$ cat src/rtl/crc_arbiter_if.sv
// Handshake bundle between the two CRC requesters, the arbiter and the shared CRC-15 engine.
interface crc_arbiter_if;
  logic [1:0]  req;
  logic [23:0] din0;
  logic [23:0] din1;
  logic [15:0] size0;
  logic [15:0] size1;
  logic [1:0]  gnt;
  logic [1:0]  rsp_valid;
  logic [1:0]  rsp_ready;
  logic [14:0] rsp_crc;
  logic        rsp_err;
  logic        eng_valid;
  logic [23:0] eng_din;
  logic [15:0] eng_size;
  logic        eng_done;
  logic [14:0] eng_checksum;
  logic        busy;

  modport slave (
    input  req, din0, din1, size0, size1, rsp_ready, eng_done, eng_checksum,
    output gnt, rsp_valid, rsp_crc, rsp_err, eng_valid, eng_din, eng_size, busy
  );

  modport master (
    output req, din0, din1, size0, size1, rsp_ready, eng_done, eng_checksum,
    input  gnt, rsp_valid, rsp_crc, rsp_err, eng_valid, eng_din, eng_size, busy
  );
endinterface

$ cat src/rtl/crc_arbiter.sv
// Two-requester arbiter in front of a shared CRC-15 engine: one transaction in
// flight, round-robin on contention, size check and engine timeout.
module crc_arbiter #(
  parameter int TIMEOUT = 100
) (
  input  logic           clk,
  input  logic           rst,
  crc_arbiter_if.slave   bus
);
  typedef enum logic [1:0] {IDLE, LAUNCH, WAIT, RESP} state_e;

  localparam int TW = $clog2(TIMEOUT + 1);

  state_e        state_q, state_d;
  logic          prio_q, prio_d;
  logic          owner_q, owner_d;
  logic [TW-1:0] timer_q, timer_d;
  logic [23:0]   din_q, din_d;
  logic [15:0]   size_q, size_d;
  logic [1:0]    gnt_q, gnt_d;
  logic [14:0]   crc_q, crc_d;
  logic          err_q, err_d;

  logic          winner;
  logic [23:0]   win_din;
  logic [15:0]   win_size;
  logic          size_ok;

  // A lone request wins outright; contention is settled by the priority pointer.
  assign winner   = (bus.req == 2'b11) ? prio_q : bus.req[1];
  assign win_din  = winner ? bus.din1  : bus.din0;
  assign win_size = winner ? bus.size1 : bus.size0;
  assign size_ok  = (win_size == 16'd2) || (win_size == 16'd3);

  always_ff @(posedge clk) begin
    if (rst) begin
      state_q <= IDLE;
      prio_q  <= 1'b0;
      owner_q <= 1'b0;
      timer_q <= '0;
      din_q   <= '0;
      size_q  <= '0;
      gnt_q   <= '0;
      crc_q   <= '0;
      err_q   <= 1'b0;
    end else begin
      state_q <= state_d;
      prio_q  <= prio_d;
      owner_q <= owner_d;
      timer_q <= timer_d;
      din_q   <= din_d;
      size_q  <= size_d;
      gnt_q   <= gnt_d;
      crc_q   <= crc_d;
      err_q   <= err_d;
    end
  end

  always_comb begin
    state_d = state_q;
    prio_d  = prio_q;
    owner_d = owner_q;
    timer_d = timer_q;
    din_d   = din_q;
    size_d  = size_q;
    gnt_d   = '0;
    crc_d   = crc_q;
    err_d   = err_q;
    unique case (state_q)
      IDLE: begin
        if (bus.req != 2'b00) begin
          owner_d = winner;
          din_d   = win_din;
          size_d  = win_size;
          gnt_d   = winner ? 2'b10 : 2'b01;
          if (size_ok) begin
            state_d = LAUNCH;
          end else begin
            crc_d   = '0;
            err_d   = 1'b1;
            state_d = RESP;
          end
        end
      end
      LAUNCH: begin
        timer_d = '0;
        state_d = WAIT;
      end
      WAIT: begin
        timer_d = timer_q + TW'(1);
        // Completion takes precedence over a timeout landing on the same cycle.
        if (bus.eng_done) begin
          crc_d   = bus.eng_checksum;
          err_d   = 1'b0;
          state_d = RESP;
        end else if (timer_q == TW'(TIMEOUT - 1)) begin
          crc_d   = '0;
          err_d   = 1'b1;
          state_d = RESP;
        end
      end
      RESP: begin
        if (bus.rsp_ready[owner_q]) begin
          prio_d  = ~owner_q;
          state_d = IDLE;
        end
      end
      default: state_d = IDLE;
    endcase
  end

  generate
    for (genvar gi = 0; gi < 2; gi++) begin : g_req
      assign bus.gnt[gi]       = gnt_q[gi];
      assign bus.rsp_valid[gi] = (state_q == RESP) && (owner_q == 1'(gi));
    end
  endgenerate

  assign bus.rsp_crc   = crc_q;
  assign bus.rsp_err   = err_q;
  assign bus.eng_valid = (state_q == LAUNCH);
  assign bus.eng_din   = ((state_q == LAUNCH) || (state_q == WAIT)) ? din_q  : '0;
  assign bus.eng_size  = ((state_q == LAUNCH) || (state_q == WAIT)) ? size_q : '0;
  assign bus.busy      = (state_q != IDLE);
endmodule

$ cat src/flat_wrapper.sv
// flat-port wrapper written by rule: the top's interface ports become plain ports
module crc_arbiter_flat 
#(
  parameter int TIMEOUT = 100
)
  (clk, rst, bus_req, bus_din0, bus_din1, bus_size0, bus_size1, bus_rsp_ready, bus_eng_done, bus_eng_checksum, bus_gnt, bus_rsp_valid, bus_rsp_crc, bus_rsp_err, bus_eng_valid, bus_eng_din, bus_eng_size, bus_busy);
  crc_arbiter_if bus_i ();
  input  logic clk;
  input  logic rst;
  input wire logic [$bits(bus_i.req)-1:0] bus_req;
  input wire logic [$bits(bus_i.din0)-1:0] bus_din0;
  input wire logic [$bits(bus_i.din1)-1:0] bus_din1;
  input wire logic [$bits(bus_i.size0)-1:0] bus_size0;
  input wire logic [$bits(bus_i.size1)-1:0] bus_size1;
  input wire logic [$bits(bus_i.rsp_ready)-1:0] bus_rsp_ready;
  input wire logic [$bits(bus_i.eng_done)-1:0] bus_eng_done;
  input wire logic [$bits(bus_i.eng_checksum)-1:0] bus_eng_checksum;
  output wire logic [$bits(bus_i.gnt)-1:0] bus_gnt;
  output wire logic [$bits(bus_i.rsp_valid)-1:0] bus_rsp_valid;
  output wire logic [$bits(bus_i.rsp_crc)-1:0] bus_rsp_crc;
  output wire logic [$bits(bus_i.rsp_err)-1:0] bus_rsp_err;
  output wire logic [$bits(bus_i.eng_valid)-1:0] bus_eng_valid;
  output wire logic [$bits(bus_i.eng_din)-1:0] bus_eng_din;
  output wire logic [$bits(bus_i.eng_size)-1:0] bus_eng_size;
  output wire logic [$bits(bus_i.busy)-1:0] bus_busy;
  assign bus_i.req = bus_req;
  assign bus_i.din0 = bus_din0;
  assign bus_i.din1 = bus_din1;
  assign bus_i.size0 = bus_size0;
  assign bus_i.size1 = bus_size1;
  assign bus_i.rsp_ready = bus_rsp_ready;
  assign bus_i.eng_done = bus_eng_done;
  assign bus_i.eng_checksum = bus_eng_checksum;
  assign bus_gnt = bus_i.gnt;
  assign bus_rsp_valid = bus_i.rsp_valid;
  assign bus_rsp_crc = bus_i.rsp_crc;
  assign bus_rsp_err = bus_i.rsp_err;
  assign bus_eng_valid = bus_i.eng_valid;
  assign bus_eng_din = bus_i.eng_din;
  assign bus_eng_size = bus_i.eng_size;
  assign bus_busy = bus_i.busy;
  crc_arbiter #(.TIMEOUT(TIMEOUT)) u_core (.clk(clk), .rst(rst), .bus(bus_i));
endmodule
$ cat config.mk
export PLATFORM = sky130hd
export DESIGN_NAME = crc_arbiter_flat
export DESIGN_NICKNAME = d
export VERILOG_FILES = /design/src/rtl/crc_arbiter_if.sv /design/src/rtl/crc_arbiter.sv /design/src/flat_wrapper.sv
export SDC_FILE = /design/constraint.sdc
export NUM_CORES = 1
export LEC_CHECK = 0
export CORE_MARGIN = 1.5
export CORE_UTILIZATION = 30
export DETAILED_ROUTE_END_ITERATION = 12
export HOLD_SLACK_MARGIN = 0.12
export MAX_ROUTING_LAYER = met4
export PLACE_DENSITY = 0.64
export SLEW_MARGIN = 20
export SYNTH_ARGS = -nofsm -noshare
export SYNTH_HDL_FRONTEND = slang
export SYNTH_SLANG_ARGS = --single-unit
$ cat constraint.sdc
create_clock -name clk -period 2.4 [get_ports clk]
set_clock_uncertainty 0.15 [all_clocks]
set_input_delay 0.24 -clock clk [delete_from_list [all_inputs] [get_ports clk]]
set_output_delay 0.24 -clock clk [all_outputs]
set_load 0.05 [all_outputs]
# --- Word-level counts from Yosys, hierarchy flattened ---
# Cells that the tools add are included.
word_totals:
  register_bits: 69
  output_inout_bits: 62
  word_cells: 64
op_classes:
  n_addsub: 1
  order_cmp: 1
  n_eq_ne: 11
  mux: 25
  n_bitwise: 3
  reduce_logical: 14
op_table:
  columns: ["operator", "n"]
  rows:
  - ["2-to-1 mux 15 bit", 4]
  - ["2-to-1 mux 24 bit", 2]
  - ["== test 16 x 2 -> 1 bit (second input constant)", 2]
  - ["2-to-1 mux 16 bit", 2]
  - ["case mux 15 bit (2 select lines)", 1]
  - ["case mux 7 bit (2 select lines)", 1]
  - ["2-to-1 mux 2 bit", 6]
  - ["case mux 2 bit (4 select lines)", 1]
  - ["nonzero test 2 bit", 4]
  - ["adder 7 x 1 -> 7 bit (second input constant)", 1]
  - ["== test 7 bit (second input constant)", 1]
  - ["2-to-1 mux 1 bit", 7]
  - ["== test 2 bit (second input constant)", 3]
  - ["inequality test 2 x 1 -> 1 bit (second input constant)", 2]
  - ["AND reduction 2 bit", 2]
  - ["AND reduction 4 bit", 1]
  - ["inequality test 3 x 2 -> 1 bit (second input constant)", 1]
  - ["inverter 1 bit", 3]
  - ["AND reduction 3 bit", 1]
  - ["OR reduction 3 bit", 1]
  - ["== test 2 x 1 -> 1 bit (second input constant)", 1]
  - ["logical AND 1 bit", 2]
  - ["zero test 2 bit", 1]
  - ["logical OR 1 bit", 2]
  - ["3 further kinds", 3]

# --- Longest topological paths before layout ---
logic_depth:
  ltp_word: 8
  ltp_mapped: 8
  ltp_nobuf: 7

# --- Worst setup path before layout ---
# No wires, ideal clock.
synth_timing:
  kind: "reg-to-reg"
  from: "register u_core.state_q[0]"
  to: "register u_core.crc_q[10] (netlist: u_core.bus.rsp_crc[10])"
  setup_time_ns: 0.072
  arrival_time_ns: 1.814
  required_time_ns: 2.178
  slack_ns: 0.365
  stages_incl_launch_ff: 9
  cell_sequence: "dfxtp_1 -> inv_1 -> ha_1 -> nor3b_1 -> a21oi_1 -> a22oi_2 -> a211oi_4 -> buf_6 -> mux2i_1"
synth_between:
  elab_chain_cells: 3
  word_cells_on_any_way: 8
synth_rtl:
  columns: ["item", "line_no", "rtl"]
  rows:
  - ["from (decl)", "crc_arbiter.sv:14", "state_e state_q, state_d;"]
  - ["from (signal assigned)", "crc_arbiter.sv:47", "state_q <= state_d;"]
  - ["== test 2 bit or zero test 2 bit (tied branches)", "crc_arbiter.sv:69", "unique case (state_q)"]
  - ["inequality test 3 x 2 -> 1 bit (no source line) (tied with other cells)", null, null]
  - ["AND reduction 4 bit (no source line)", null, null]
  - ["to (signal assigned)", "crc_arbiter.sv:54", "crc_q <= crc_d;"]
  - ["to (decl)", "crc_arbiter.sv:21", "logic [14:0] crc_q, crc_d;"]
# Parallel ways exist; a longest one is shown, timed or not.
# A chain may end at the register's enable or synchronous reset.

# --- Worst setup path after layout ---
layout_timing:
  from: "register u_core.state_q[1]"
  to: "output port bus_eng_size[6]"
layout_between:
  elab_chain_cells: 3
  word_cells_on_any_way: 4
layout_rtl:
  columns: ["item", "line_no", "rtl"]
  rows:
  - ["== test 2 x 1 -> 1 bit or == test 2 bit (tied branches)", "crc_arbiter.sv:123", "assign bus.eng_size = ((state_q == LAUNCH) || (state_q == WAIT)) ? size_q : '0;"]
  - ["logical OR 1 bit (*)", "crc_arbiter.sv:123", null]
  - ["2-to-1 mux 16 bit (*)", "crc_arbiter.sv:123", null]
  - ["to (decl)", "flat_wrapper.sv:24", "output wire logic [$bits(bus_i.eng_size)-1:0] bus_eng_size;"]
# Every way passes the cells marked *; elsewhere a longest branch is shown, timed or not.

==> flow_summary.yaml <==
worst_setup_path:
  endpoint_kind: "output pin"
  path_max_fanout: 41
  crit_type: "flop to output pin"
  worstPathArrival_ns: 1.83
  start_kind: "flop"
  critical_path_required_ns: 2.01
timing:
  drv_slew: 0
  max_freq_mhz: 451
  fin_ws_ns: 0.184
  period_needed_ns: 2.22
  finalCritPeriodShare_pct: 92.3
  setup_viol: 0
  slew_headroom_pct: 61.8
  tightestPinTransition_ns: 0.569
  final.setup.tns_ns: 0
  finalHoldViolations: 0
  rsz0062_at_grt: "false"
min_path:
  hold_class: "flop to flop"
grt:
  grt_overflow_total: 0
  grt_max_degree: 42
  antenna_found_initial: 0
  grt_pass1_wl_mm: 15.7
  grtUsageTotal_pct: 18.0
  grt_pass1_vias: 3246
logic_synthesis:
  yosys.cell_types.count: 35
  yosys_warnings: 0
  async_flop_share_pct: 0
  synthCells: 375
  synth_seq_cells: 69
  synth_nets: 482
  synth.cell_area_sq_um: 3270
  syn_area_per_cell_sq_um: 8.72
  yosysSeqAreaShare_pct: 42.2
  synth_edf_count: 0
  synth_flop_cell: "dfxtp_1"
cts:
  cts_buffers: 9
  cts-hold-fix-buffers: 0
  post_cts_buffers: 0
  cts.sinks: 69
  clkTransAtPathRegs_ns: 0.07
  clockRootBuffer: "clkbuf_8"
  cts_tree: "built"
  cts_resized: 0
  clk_path_buf_depth: 2
  htreeDepth: 3
  clock_latency_ns: 0.34
pwr:
  irDropWorstVdd_uv: 668
  fin_total_pwr_uw: 5820
  power.density_nw_per_um2: 1010
  p_leak_uw: 0.00239
layout:
  layout_commonest_cell: "clkdlybuf4s50_1"
  multi_input_area_sq_um: 1780
  drive_gt1_share_pct: 14.3
  syn_to_final_growth_pct: 76.1
  num-nets-final: 646
  finish.utilization_pct: 55.0
  final_cell_mix: "clkdlybuf4s50_1, nand2_1, dfxtp_1"
  fillers: 956
  fin_area_sq_um: 5760
  num_antenna_cells: 0
  register_area_sq_um: 1380
detailed_routing:
  avgViaCountPerCell: 4.64
  routed-via-count: 3155
  detail_route.wirelength_mm: 9.94
  firstDrtPassIters: 4
  remaining_drc_errors: 0
  post_drt_wl_per_cell_um: 14.6
  drt_iter0_markers: 97
  ant_nets: 0
place:
  dp_slack_ns: 0.0507
  place.gp.congestion: 0.783
  hpwl_mm: 7.75
  portBuffers: 163
  dpl_cell_area_sq_um: 5530
die:
  die_area_sq_um: 11500
  initial_core_util_pct: 31.3
  die_w_um: 107
  io_pins: 164
  core_sq_um: 10500
  die_h_um: 107
  num_rows: 37
status:
  status: "finished clean"
job:
  max_cap_violations: 0
## Yosys cell counts (all sizes together), types with 2 or more instances
library cell   n  share of area, %
a211oi         2              0.84
buf            5              0.96
mux2i         56                17
nor2           9               1.0
nand2         79               9.1
nand4          4              0.76
a21oi          8               1.2
a211o          2              0.54
ha             5               1.9
and2          43               8.3
nand2b         4              0.84
dfxtp         69                42
a21o           2              0.46
inv            5              0.57
nor4           4              0.76
nor4b          5               1.7
clkbuf        17               2.0
o21ai         43               6.6
xor2           3              0.80
or3            2              0.38
## registers in the layout, summed over array words and instances (netlist names)
register,cells
u_core.timer_q,7
u_core.bus.rsp_err,1
u_core.owner_q,1
u_core.din_q,24
u_core.state_q,2
u_core.bus.gnt,2
u_core.prio_q,1
u_core.size_q,16
u_core.bus.rsp_crc,15
## metrics by stage
stage                     cells  hold slack [ns]
after floorplan             375            0.232
after CTS                   680            0.280
after global placement      664            0.278
after global routing        680            0.288
final                       680            0.294
after detailed placement    664            0.285
## report_power, final
part / leakage (uW) / switching (uW) / internal (uW)
clock: 0.000107 / 460 / 594
sequential: 0.000564 / 124 / 1400
combinational: 0.00172 / 1790 / 1460
total: 0.00239 / 2370 / 3450
## path summary, 6_finish.rpt
kind,cells past startpoint,start,slack (ns),endpoint
min reg2reg,2,u_core.din_q[11],0.29,u_core.din_q[11]
min,2,u_core.din_q[11],0.29,u_core.din_q[11]
max reg2reg,8,u_core.state_q[0],0.19,u_core.bus.rsp_crc[14]
max,5,u_core.state_q[1],0.18,bus_eng_size[6]
## per-layer routing
metal / track usage [%] / wire (um) / part of all wire [%] / vias up
met3: 4.48 / 585 / 5.9 / 15
li1: - / - / - / 1600
met1: 19.7 / 4030 / 40 / 1441
met5: - / 0 / 0 / -
met2: 32.1 / 5120 / 51 / 99
met4: 5.45 / 214 / 2.2 / 0
## critical path, stage by stage (launching register included)
cell	delay [ns]
dfxtp_1	0.38
inv_1	0.09
ha_2	0.44
buf_12	0.20
and2_1	0.21
buf_12	0.15
## area by class of cell
cell class              count  area share, %
clock buffers              10           2.22
clock inverters             6           1.63
inverters                   5          0.326
multi-input cells         279           30.9
flip-flops and latches     69           24.0
well taps                 136           2.95
repair buffers            175           38.0
## logic make-up after synthesis
logic type / synth area share [%]
simple gates: 23.8
xor+xnor: 0.804
compound gates: 10.6
fa+ha+maj: 1.91
flops: 42.2
mux: 17.1
buf+inv: 3.48
Power figures use the tool's default switching activity.
